`config.mk`:
```
export PLATFORM = sky130hd
export DESIGN_NAME = leapfrog_window
export DESIGN_NICKNAME = d
export VERILOG_FILES = /design/src/rtl/lc3b_types.sv /design/src/rtl/leapfrog_qualify.sv /design/src/rtl/leapfrog_window.sv
export SDC_FILE = /design/constraint.sdc
export NUM_CORES = 1
export LEC_CHECK = 0
export ABC_CLOCK_PERIOD_IN_PS = 1700
export CORE_MARGIN = 1.5
export CORE_UTILIZATION = 30
export DETAILED_ROUTE_END_ITERATION = 6
export PLACE_DENSITY = 0.76
export SLEW_MARGIN = 20
export SYNTH_ARGS = -nofsm -noshare
export SYNTH_HDL_FRONTEND = slang
export SYNTH_SLANG_ARGS = --single-unit
```
`constraint.sdc`:
```
create_clock -name clk -period 1.7 [get_ports clk]
set_clock_uncertainty 0.1 [all_clocks]
set_input_delay 0.17 -clock clk [delete_from_list [all_inputs] [get_ports clk]]
set_output_delay 0.17 -clock clk [all_outputs]
set_load 0.02 [all_outputs]
```
`src/rtl/lc3b_types.sv`:
```
// Shared LC-3b types for the leapfrog window: opcodes, register index,
// window states and opcode-class helpers.
package lc3b_types;

  typedef enum logic [3:0] {
    op_br   = 4'b0000,
    op_add  = 4'b0001,
    op_ldb  = 4'b0010,
    op_stb  = 4'b0011,
    op_jsr  = 4'b0100,
    op_and  = 4'b0101,
    op_ldr  = 4'b0110,
    op_str  = 4'b0111,
    op_rti  = 4'b1000,
    op_not  = 4'b1001,
    op_ldi  = 4'b1010,
    op_sti  = 4'b1011,
    op_jmp  = 4'b1100,
    op_shf  = 4'b1101,
    op_lea  = 4'b1110,
    op_trap = 4'b1111
  } lc3b_opcode;

  typedef logic [2:0] lc3b_reg;

  typedef enum logic [1:0] {
    IDLE = 2'd0,
    LEAP = 2'd1,
    FULL = 2'd2
  } leap_state_e;

  function automatic logic is_load(input lc3b_opcode op);
    return (op == op_ldb) || (op == op_ldr) || (op == op_ldi);
  endfunction

  function automatic logic is_store(input lc3b_opcode op);
    return (op == op_stb) || (op == op_str) || (op == op_sti);
  endfunction

  function automatic logic is_trap(input lc3b_opcode op);
    return (op == op_trap);
  endfunction

  // Pure register-writing ALU ops whose result fully replaces the MEM write
  function automatic logic is_alu_writer(input lc3b_opcode op);
    return (op == op_add) || (op == op_and) || (op == op_not) ||
           (op == op_lea) || (op == op_shf);
  endfunction

endpackage

```
`src/rtl/leapfrog_qualify.sv`:
```
// Combinational qualification: decides whether the EX instruction may retire
// past the stalled MEM instruction and which kills it would set.
module leapfrog_qualify
  import lc3b_types::*;
#(
  parameter int unsigned CC_BYPASS = 1
) (
  input  logic       mem_stall,
  input  logic       ex_valid,
  input  logic       window_full,
  input  lc3b_opcode ex_opcode,
  input  lc3b_reg    ex_sr1,
  input  lc3b_reg    ex_sr2,
  input  lc3b_reg    ex_dest,
  input  logic       ex_dest_write,
  input  logic       ex_load_cc,
  input  lc3b_opcode mem_opcode,
  input  lc3b_reg    mem_dest,
  input  logic       mem_dest_write,
  input  logic       mem_load_cc,
  input  logic       dest_killed,
  input  logic       cc_killed,
  output logic       leapfrog_load,
  output logic       dest_kill_set,
  output logic       cc_kill_set,
  output logic       mem_hold
);

  logic ex_class_block;
  logic src_block;
  logic cc_block;

  assign ex_class_block = is_load(ex_opcode) || is_store(ex_opcode) || is_trap(ex_opcode);

  // Once the MEM destination has been overwritten, its stale value no longer matters
  assign src_block = mem_dest_write && !dest_killed &&
                     ((ex_sr1 == mem_dest) || (ex_sr2 == mem_dest));

  assign cc_block = (ex_opcode == op_br) && mem_load_cc &&
                    ((CC_BYPASS == 0) || !cc_killed);

  // Loads and traps in MEM must retire in order and keep their writes
  assign mem_hold = is_load(mem_opcode) || is_trap(mem_opcode);

  assign leapfrog_load = mem_stall && ex_valid && !window_full &&
                         !ex_class_block && !src_block && !cc_block && !mem_hold;

  assign dest_kill_set = leapfrog_load && ex_dest_write && mem_dest_write &&
                         (ex_dest == mem_dest) && is_alu_writer(ex_opcode);

  assign cc_kill_set = leapfrog_load && ex_load_cc;

endmodule

```
`src/rtl/leapfrog_window.sv`:
```
// Leapfrog window: tracks how many EX instructions have retired past a stalled
// MEM instruction and which of its writes they have made obsolete.
module leapfrog_window
  import lc3b_types::*;
#(
  parameter int unsigned DEPTH     = 4,
  parameter int unsigned CC_BYPASS = 1
) (
  input  logic                         clk,
  input  logic                         rst,
  input  logic                         mem_stall,
  input  logic                         ex_valid,
  input  lc3b_opcode                   ex_opcode,
  input  lc3b_reg                      ex_sr1,
  input  lc3b_reg                      ex_sr2,
  input  lc3b_reg                      ex_dest,
  input  logic                         ex_dest_write,
  input  logic                         ex_load_cc,
  input  lc3b_opcode                   mem_opcode,
  input  lc3b_reg                      mem_dest,
  input  logic                         mem_dest_write,
  input  logic                         mem_load_cc,
  output logic                         leapfrog_load,
  output logic                         mem_dest_overwrite,
  output logic                         mem_load_cc_overwrite,
  output logic [$clog2(DEPTH+1)-1:0]   leap_count,
  output logic                         window_full
);

  localparam int unsigned CW = $clog2(DEPTH + 1);

  leap_state_e   state;
  logic          dest_killed;
  logic          cc_killed;
  logic          dest_kill_set;
  logic          cc_kill_set;
  logic          mem_hold;
  logic [CW-1:0] leap_next;

  leapfrog_qualify #(
    .CC_BYPASS (CC_BYPASS)
  ) u_qualify (
    .mem_stall      (mem_stall),
    .ex_valid       (ex_valid),
    .window_full    (window_full),
    .ex_opcode      (ex_opcode),
    .ex_sr1         (ex_sr1),
    .ex_sr2         (ex_sr2),
    .ex_dest        (ex_dest),
    .ex_dest_write  (ex_dest_write),
    .ex_load_cc     (ex_load_cc),
    .mem_opcode     (mem_opcode),
    .mem_dest       (mem_dest),
    .mem_dest_write (mem_dest_write),
    .mem_load_cc    (mem_load_cc),
    .dest_killed    (dest_killed),
    .cc_killed      (cc_killed),
    .leapfrog_load  (leapfrog_load),
    .dest_kill_set  (dest_kill_set),
    .cc_kill_set    (cc_kill_set),
    .mem_hold       (mem_hold)
  );

  assign leap_next = leap_count + CW'(1);

  // Window state, counter and kill bits; a bubble in EX freezes everything
  always_ff @(posedge clk) begin
    if (rst) begin
      state       <= IDLE;
      leap_count  <= '0;
      dest_killed <= 1'b0;
      cc_killed   <= 1'b0;
    end else if (!mem_stall) begin
      state       <= IDLE;
      leap_count  <= '0;
      dest_killed <= 1'b0;
      cc_killed   <= 1'b0;
    end else if (ex_valid) begin
      if (leapfrog_load && (leap_count != CW'(DEPTH))) begin
        leap_count <= leap_next;
      end
      if (dest_kill_set) begin
        dest_killed <= 1'b1;
      end
      if (cc_kill_set) begin
        cc_killed <= 1'b1;
      end
      if ((leapfrog_load && (leap_next == CW'(DEPTH))) || (leap_count == CW'(DEPTH))) begin
        state <= FULL;
      end else begin
        state <= LEAP;
      end
    end
  end

  assign window_full = (state == FULL);

  // Kills stay visible through the cycle the stall drops so the retiring write is squashed
  assign mem_dest_overwrite    = (dest_killed || dest_kill_set) && !mem_hold;
  assign mem_load_cc_overwrite = (cc_killed || cc_kill_set) && !mem_hold;

endmodule
```
**Word level (Yosys, flattened, before mapping)**

Index checks and enable logic that the tools add are counted.

- $add $sub $neg: 1
- Equality and inequality tests: 23
- Muxes and demuxes: 1
- Bitwise gates (word level): 1
- Reductions and logical operators: 48

Operators with widths:

| cell | number |
|---|---|
| == test 4 bit, second input constant | 8 |
| logical AND 1 bit | 19 |
| logical OR 1 bit | 17 |
| == test 4 x 3 -> 1 bit, second input constant | 4 |
| == test 4 x 2 -> 1 bit, second input constant | 3 |
| == test 3 bit | 3 |
| logical NOT 1 bit | 7 |
| == test 3 bit, second input constant | 2 |
| AND reduction 2 bit | 3 |
| == test 4 x 1 -> 1 bit, second input constant | 1 |
| logical NOT 4 bit | 1 |
| adder 3 x 1 -> 3 bit, second input constant | 1 |
| != test 3 bit, second input constant | 1 |
| == test 2 bit, second input constant | 1 |
| two-way mux 2 bit | 1 |
| OR reduction 2 bit | 1 |
| inverter 1 bit | 1 |

- Bits in registers: 7
- Logic and storage cells: 78

**Logic depth before layout (Yosys ltp)**

Gate-level depths: netlist (run 1).

- Depth in word-level cells: 16
- Depth in mapped cells: 5
- Gate-level depth less buffers: 5

**By module**

From an unflattened synthesis (run 1), not the netlist that was laid out.

- Cell total of the unflattened synthesis: 69
- Area, all modules: 569.3 um2

Modules (own cells, without submodules):

| module | instances | cells an instance | area an instance (um2) | sequential area each (um2) |
|---|---|---|---|---|
| leapfrog_window | 1 | 39 | 335.3 | 140.1 |
| leapfrog_qualify | 1 | 30 | 234.0 | 0.0 |

**Least setup slack after synthesis (run 1)**

OpenSTA, ideal clock, no wires.

- Kind: input to output
- Start: input mem_opcode[2]
- End: output mem_load_cc_overwrite
- Arrival: 1.421 ns
- Data required time: 1.430 ns
- Setup slack: 0.009 ns
- Cell stages on the path: 5
- Cell sequence: and3_4 > o21a_4 > nor4b_4 > a31oi_1 > nor2_1

- Longest elaborated chain between the ends: 9
- Elaborated cells between the ends (all ways): 12
- Those cells by class: eq/ne (4); reduce/logical (8)

Ends and longest elaborated chain:

| item | line | RTL |
|---|---|---|
| from (decl) | leapfrog_window.sv:19 | `input lc3b_opcode mem_opcode,` |
| == test 4 x 2 -> 1 bit or == test 4 x 3 -> 1 bit (tied branches) | lc3b_types.sv:33 | `return (op == op_ldb) \|\| (op == op_ldr) \|\| (op == op_ldi);` |
| logical OR 1 bit (2 in a row) | lc3b_types.sv:33 |  |
| logical OR 1 bit * | leapfrog_qualify.sv:43 | `assign mem_hold = is_load(mem_opcode) \|\| is_trap(mem_opcode);` |
| logical NOT 1 bit * | leapfrog_qualify.sv:46, leapfrog_window.sv:100 |  |
| logical AND 1 bit | leapfrog_qualify.sv:46 | `!ex_class_block && !src_block && !cc_block && !mem_hold;` |
| logical AND 1 bit | leapfrog_qualify.sv:51 | `assign cc_kill_set = leapfrog_load && ex_load_cc;` |
| logical OR 1 bit | leapfrog_window.sv:100 | `assign mem_load_cc_overwrite = (cc_killed \|\| cc_kill_set) && !mem_hold;` |
| logical AND 1 bit * | leapfrog_window.sv:100 |  |
| to (decl) | leapfrog_window.sv:25 | `output logic mem_load_cc_overwrite,` |

Every way passes the cells marked *; elsewhere a longest branch is shown, timed or not.

**Final worst setup path (run 1)**

- Start: input mem_dest_write
- End: output mem_load_cc_overwrite

- Longest elaborated chain between the ends: 9

Ends and longest elaborated chain:

| item | line | RTL |
|---|---|---|
| from (decl) | leapfrog_window.sv:21 | `input logic mem_dest_write,` |
| logical AND 1 bit (2 in a row) | leapfrog_qualify.sv:36 | `assign src_block = mem_dest_write && !dest_killed &&` |
| logical NOT 1 bit | leapfrog_qualify.sv:46 |  |
| logical AND 1 bit (3 in a row) | leapfrog_qualify.sv:46 |  |
| logical AND 1 bit | leapfrog_qualify.sv:51 |  |
| logical OR 1 bit | leapfrog_window.sv:100 |  |
| logical AND 1 bit | leapfrog_window.sv:100 |  |

No other way between the ends.

==> results of run 1 <==
## cells in the mapped netlist
cell type	number
dfxtp_1	7
ha_1	3
nor2_1	9
nand2b_1	3
nand2_1	4
nor4_1	3
a21oi_1	3
nand3_1	1
nor2b_1	1
nor4b_4	1
o21a_4	1
and2_4	1
nor3_2	1
inv_1	2
a211oi_2	1
xor2_1	9
a31o_1	2
nand4_1	3
or4b_1	1
xnor2_1	1
a31oi_1	4
and3_4	1
o21a_1	1
and3_1	1
o2111ai_1	1
## where the power goes
part	switching (mW)	internal, mW	total (mW)
clock	0.0598	0.0895	0.149
combinational	0.0603	0.0845	0.145
sequential	0.00206	0.166	0.168
## cell type report
cell class | count | area [um2]
inverters | 2 | 7.507
well taps | 25 | 31.28
clock buffers | 4 | 26.28
multi-input cells | 56 | 442.9
repair buffers | 48 | 407.9
flip-flops and latches | 7 | 141.4
fillers | 157 | 688.2
## worst reg2reg max path, cell delays in order, from the launching register on
cell,delay [ns]
dfxtp_1,0.34
nand2b_1,0.18
nor4_2,0.06
nor2_1,0.25
a31oi_1,0.16
buf_4,0.16
buf_4,0.12
buf_4,0.12
buf_4,0.12
nor2_1,0.07
## per-layer routing
layer,up-vias,GRT usage (%),wire length [um]
met3,0,8.235,80
met1,320,16.82,628
met2,16,29.17,928
li1,346,-,-
met5,-,0,0
met4,0,1.714,0
## flip-flops by register name, summed over array words and instances, names as in the netlist
name and cells:
dest_killed 1, state 2, leap_count 3, cc_killed 1
## per-stage QoR
step / hold WS, ns / TNS, ns / instances / util, % / power, mW
2_1_floorplan: 0.2548 / 0 / 65 / - / 0.2223
3_3_place_gp: 0.3856 / -4.204 / 133 / 57.28 / 0.3191
3_5_place_dp: 0.4118 / -4.394 / 133 / 57.28 / 0.3218
4_1_cts: 0.3743 / -0.1660 / 141 / 58.92 / 0.4621
5_1_grt: 0.3885 / -0.7101 / 142 / 60.57 / 0.5001
6_report: 0.3704 / -0.2870 / 142 / 60.57 / 0.4625
## path summary, 6_finish.rpt
path                                      from                     to  depth (start not counted)
worst max register to register     dest_killed            dest_killed                          9
worst min-delay path                  ex_valid               state[1]                          4
worst min register to register       cc_killed              cc_killed                          2
worst max-delay path            mem_dest_write  mem_load_cc_overwrite                          7
## logic make-up after synthesis
family	Yosys count
AO/OA/AOI/OAI	13
XOR/XNOR	10
adder cells (fa/ha/maj)	3
buffers and inverters	2
flip-flops	7
AND/OR/NAND/NOR	30
## timing repair
item,in CTS,in global routing
setup buffers,5,1
pin swaps,14,5
setup endpoints to repair,9,4
gates resized for setup,55,5
hold buffers,0,0
==> results by group, run 1 <==
Clocking
  • CTS HTree Levels: 1
  • CTS buffer count: 3
  • Max clock buf depth: 2
  • Root buffer cell: clkbuf_4
  • CTS tree: done
  • CTS sink count: 7
  • Clk pin slew, worst setup/hold paths: 0.05 ns
  • Clk_lat worst skew: 0.25 ns

Synthesis
  • Syn Area/Cell: 8.624 um2
  • #FFs+latches synth: 7
  • Post-Syn Nets: 96
  • Synth Area in Adders: 6.696%
  • Synthesized instance count: 65
  • Synth warnings: 0
  • Xor/xnor cell area share of the yosys netlist: 15.63%
  • Mux cell area share after synthesis: 0%
  • Yosys top cell by area: dfxtp_1
  • Synthesized area: 560.5 um2
  • Synth top area share: 25.00%
  • Simple-Gate Fraction of Synth Area: 33.26%
  • Library cells used by synthesis: 25
  • Top cells by area, synth: dfxtp_1 (25%), xor2_1 (14%), ha_1 (6.7%), nor2_1 (6.0%), a31oi_1 (4.5%)
  • Register area share after synthesis: 25.00%
  • Main combinational cell family by area after synthesis: simple AND/OR/NAND/NOR gates
  • Synth Area in Compound Gates: 18.08%

Worst hold path
  • Worst hold path type: in2reg

Floorplanning
  • Die width: 46.23 um
  • Die H: 46.23 um
  • # IOs: 35
  • Std cell rows: 15
  • Initial core utilization: 32.11%
  • Die area: 0.002137 mm2
  • Core Area: 0.001745 mm2

Drt
  • WL final: 1637 um
  • Post-DRT Antenna Nets: 0
  • Vias: 682
  • Routed wire per std cell: 11.53 um
  • Initial DRC count: 15
  • DRC: 0
  • DR pass1 iterations: 4
  • Vias per Instance: 4.803

Finish
  • Layout cells sized above 1: 30.77%
  • Commonest non-fill, non-tap cells in the layout: buf_4 (16), clkdlybuf4s50_1 (12), dlygate4sd2_1 (12)
  • Final nets: 149
  • Commonest non-fill, non-tap cell in the layout: buf_4
  • Area grow syn2layout: 88.62%
  • Ant diodes: 0
  • Final instance area: 0.001057 mm2

Setup path
  • Most frequent CP cell: nor2_1
  • Req. time, crit path: 1.43 ns
  • CP Class: in2out
  • Worst setup EP type: primary output
  • Worst R2R Setup Slack: -0.03 ns
  • CP max stage delay: 0.49 ns
  • CP max FO: 4
  • WP data arrival: 1.55 ns
  • Buf+Inv Stages, Crit Path: 2
  • Crit-path leading delay family: buffers and inverters
  • Startpoint Class: input port
  • CP max-delay cell: clkdlybuf4s50_1
  • Crit-path cells: clkdlybuf4s50_1 -> nand2b_1 -> nor4_2 -> nor2_1 -> a31oi_1 -> nor2_1 -> buf_4

Global route
  • GR Util All Layers: 16.04%
  • Largest net degree at the start of global routing: 8
  • Vias in the first global route: 566
  • First-pass GRT wire length: 2380 um
  • Grt total ovfl: 0
  • Antenna violations before repair: 0

Timing
  • Slew @ Worst Pin: 0.2978 ns
  • Fin crit share: 107.3%
  • Fin. Hold Viols: 0
  • Fmax: 548.1 MHz
  • Worst rel slew slack: 80.15%
  • Worst setup margin: -0.1245 ns
  • Setup violations, final: 4
  • Slew Limit Fails: 0
  • RSZ-0062 raised after global routing: yes
  • Crit path time final: 1.824 ns

Status
  • Failing checks: setup timing
  • Status: finished, violations left

Placement
  • RePlAce Congestion: 0.6832
  • Cell Area, Placed: 999.7 um2
  • Port Buf Inserts: 34
  • DP Wirelength: 1286 um
  • Place WS: -0.7949 ns

Power and ir drop
  • Worst VDD drop: 0.3098 mV
  • Static Leak: 0.4478 nW
  • Power Dens Cells: 437.5 mW/mm2

Flow run
  • Max-cap violations: 0
Power figures use the tool's default switching activity.
==> run 2: changes to the inputs <==
DONT_BUFFER_PORTS = 1   (was unset)
PLACE_DENSITY = 0.52   (was 0.76)
==> results by group, run 2 (synthesized netlist as in run 1, its figures left out) <==
Placement
  • Cell Area, Placed: 644.4 um2 (was 999.7 um2)
  • DP Wirelength: 966 um (was 1286 um)
  • Post-placement cell count: 97 (was 133)
  • RePlAce Congestion: 0.7293 (was 0.6832)
  • Port Buf Inserts: 0 (was 34)

Drt
  • DR pass1 iterations: 3 (was 4)
  • Routed wire per std cell: 11.52 um (was 11.53 um)
  • Vias: 512 (was 682)
  • DRC: 0 (unchanged)
  • Post-DRT Antenna Nets: 0 (unchanged)
  • WL final: 1233 um (was 1637 um)
  • Initial DRC count: 6 (was 15)
  • Vias per Instance: 4.785 (was 4.803)

Floorplanning
  • Die area: 0.002137 mm2 (unchanged)
  • Initial core utilization: 32.11% (unchanged)
  • Die H: 46.23 um (unchanged)
  • Std cell rows: 15 (unchanged)
  • # IOs: 35 (unchanged)
  • Die width: 46.23 um (unchanged)
  • Core Area: 0.001745 mm2 (unchanged)

Timing
  • Fin. Hold Viols: 0 (unchanged)
  • RSZ-0062 raised after global routing: yes (unchanged)
  • Worst setup margin: -0.04548 ns (was -0.1245 ns)
  • Fmax: 572.9 MHz (was 548.1 MHz)
  • Setup violations, final: 2 (was 4)
  • Slew Limit Fails: 0 (unchanged)
  • Worst rel slew slack: 75.81% (was 80.15%)
  • Slew @ Worst Pin: 0.3624 ns (was 0.2978 ns)
  • Crit path time final: 1.745 ns (was 1.824 ns)
  • Fin crit share: 102.7% (was 107.3%)

Finish
  • Non-filler cells, final: 107 (was 142)
  • Most flops, register: leap_count (unchanged)
  • Register area: 141.4 um2 (unchanged)
  • Max FFs per register: 3 (unchanged)
  • Final nets: 114 (was 149)
  • Layout cells sized above 1: 35.37% (was 30.77%)
  • Largest regs: leap_count (3), state (2) (unchanged)
  • Final instance area: 753.2 um2 (was 0.001057 mm2)
  • Commonest non-fill, non-tap cell in the layout: buf_4 (unchanged)
  • Commonest non-fill, non-tap cells in the layout: buf_4 (13), xor2_1 (9), nor2_1 (8) (was buf_4 (16), clkdlybuf4s50_1 (12), dlygate4sd2_1 (12))
  • Ant diodes: 0 (unchanged)
  • Multi-input logic area: 449.2 um2 (was 442.9 um2)
  • Area grow syn2layout: 34.37% (was 88.62%)
  • Layout fillers: 193 (was 157)

Global route
  • Vias in the first global route: 499 (was 566)
  • First-pass GRT wire length: 1821 um (was 2380 um)
  • Grt total ovfl: 0 (unchanged)
  • Largest net degree at the start of global routing: 8 (unchanged)
  • GR Util All Layers: 11.98% (was 16.04%)
  • Antenna violations before repair: 0 (unchanged)

Status
  • Failing checks: setup timing (unchanged)
  • Status: finished, violations left (unchanged)

Clocking
  • Max clock buf depth: 2 (unchanged)
  • Clk_lat worst skew: 0.25 ns (about the same)
  • Root buffer cell: clkbuf_4 (unchanged)
  • CTS HTree Levels: 1 (unchanged)
  • CTS buffer count: 3 (unchanged)
  • Clk pin slew, worst setup/hold paths: 0.05 ns (about the same)
  • CTS tree: done (unchanged)
  • CTS sink count: 7 (unchanged)

Setup path
  • WP data arrival: 1.48 ns (was 1.55 ns)
  • Startpoint Class: flop (was input port)
  • CP Class: reg2out (was in2out)
  • Worst setup EP type: primary output (unchanged)
  • Req. time, crit path: 1.43 ns (about the same)
  • CP max FO: 3 (was 4)

Power and ir drop
  • Clock group share of total power: 37.8% (was 32.3%)
  • Total power: 0.3967 mW (was 0.4625 mW)
  • Switching Share: 25.46% (was 26.40%)
  • Sequential power share: 42.4% (was 36.4%)
  • Power Dens Cells: 526.7 mW/mm2 (was 437.5 mW/mm2)
  • Sw Pwr: 0.1010 mW (was 0.1221 mW)
  • Worst VDD drop: 0.2334 mV (was 0.3098 mV)
  • Comb pwr share: 19.8% (was 31.3%)
  • Static Leak: 0.2932 nW (was 0.4478 nW)
  • Int Pwr: 0.2957 mW (was 0.3404 mW)

Flow run
  • Max-cap violations: 0 (unchanged)

Worst hold path
  • Worst hold path type: in2reg (unchanged)
==> run 2: cell types whose count changed in the layout (fill, tap and decap cells not counted), sizes merged <==
cell and delta:
clkdlybuf4s15 -2, buf -9, dlygate4sd2 -12, clkdlybuf4s50 -12
==> run 2: what timing repair did <==
| action | 4_1_cts | 5_1_grt |
|---|---|---|
| setup endpoints to repair | 3 | 4 |
| gates resized for setup | 5 | 3 |
| setup buffers | 6 | 2 |
| hold buffers | 0 | 0 |
| pin swaps | 7 | 3 |
==> run 2: power by group through the flow <==
stage                     registers [mW]  logic [mW]  clock network, mW
after floorplan                    0.172      0.0506                  0
final                              0.168      0.0785              0.150
after global placement             0.171      0.0662                  0
after global routing               0.168      0.0857              0.162
after detailed placement           0.171      0.0660                  0
after CTS                          0.168      0.0749              0.156
==> run 2: metrics by stage <==
stage	utilization, %	worst slack (ns)	setup TNS (ns)	hold WS (ns)
3_5_place_dp	36.92	0.007647	0	0.2700
2_1_floorplan	-	0.008644	0	0.2548
5_1_grt	43.15	-0.1605	-0.3312	0.01361
4_1_cts	42.08	-0.06008	-0.08633	0.004614
3_3_place_gp	36.92	0.01327	0	0.2644
6_report	43.15	-0.04548	-0.05631	0.01214
==> run 2: worst paths after layout <==
check | start | end | slack, ns | cells past startpoint
setup / recovery | state[1] | mem_load_cc_overwrite | -0.05 | 6
hold / removal | ex_valid | state[1] | 0.01 | 2
setup reg to reg | state[1] | state[0] | 0.14 | 7
hold reg to reg | state[1] | state[1] | 0.41 | 2
==> run 2: final cells by class <==
| cell class | count | area share [%] |
|---|---|---|
| Inverter | 2 | 0.9967 |
| Tap cell | 25 | 4.153 |
| Clock buffer | 4 | 3.488 |
| Multi-Input combinational cell | 56 | 59.63 |
| Sequential cell | 7 | 18.77 |
| Timing Repair Buffer | 13 | 12.96 |
==> run 2: worst max-delay path, cell delays in order (launching register included) <==
cell,delay [ns]
dfxtp_2,0.32
nor2b_4,0.12
nor2_2,0.08
nor4b_4,0.26
a31oi_2,0.14
nor2_1,0.15
buf_4,0.16
==> run 2: routing by layer <==
metal | routed length [um] | GRT usage (%)
met1 | 549 | 13.35
met2 | 604 | 20.83
met3 | 71 | 3.529
met4 | 7 | 5.143
met5 | 0 | 0
==> run 3: changes to the inputs <==
SLEW_MARGIN = unset   (was 20)
==> results of run 3 <==
No change in the layout: final DEF, timing and power equal those of run 2.
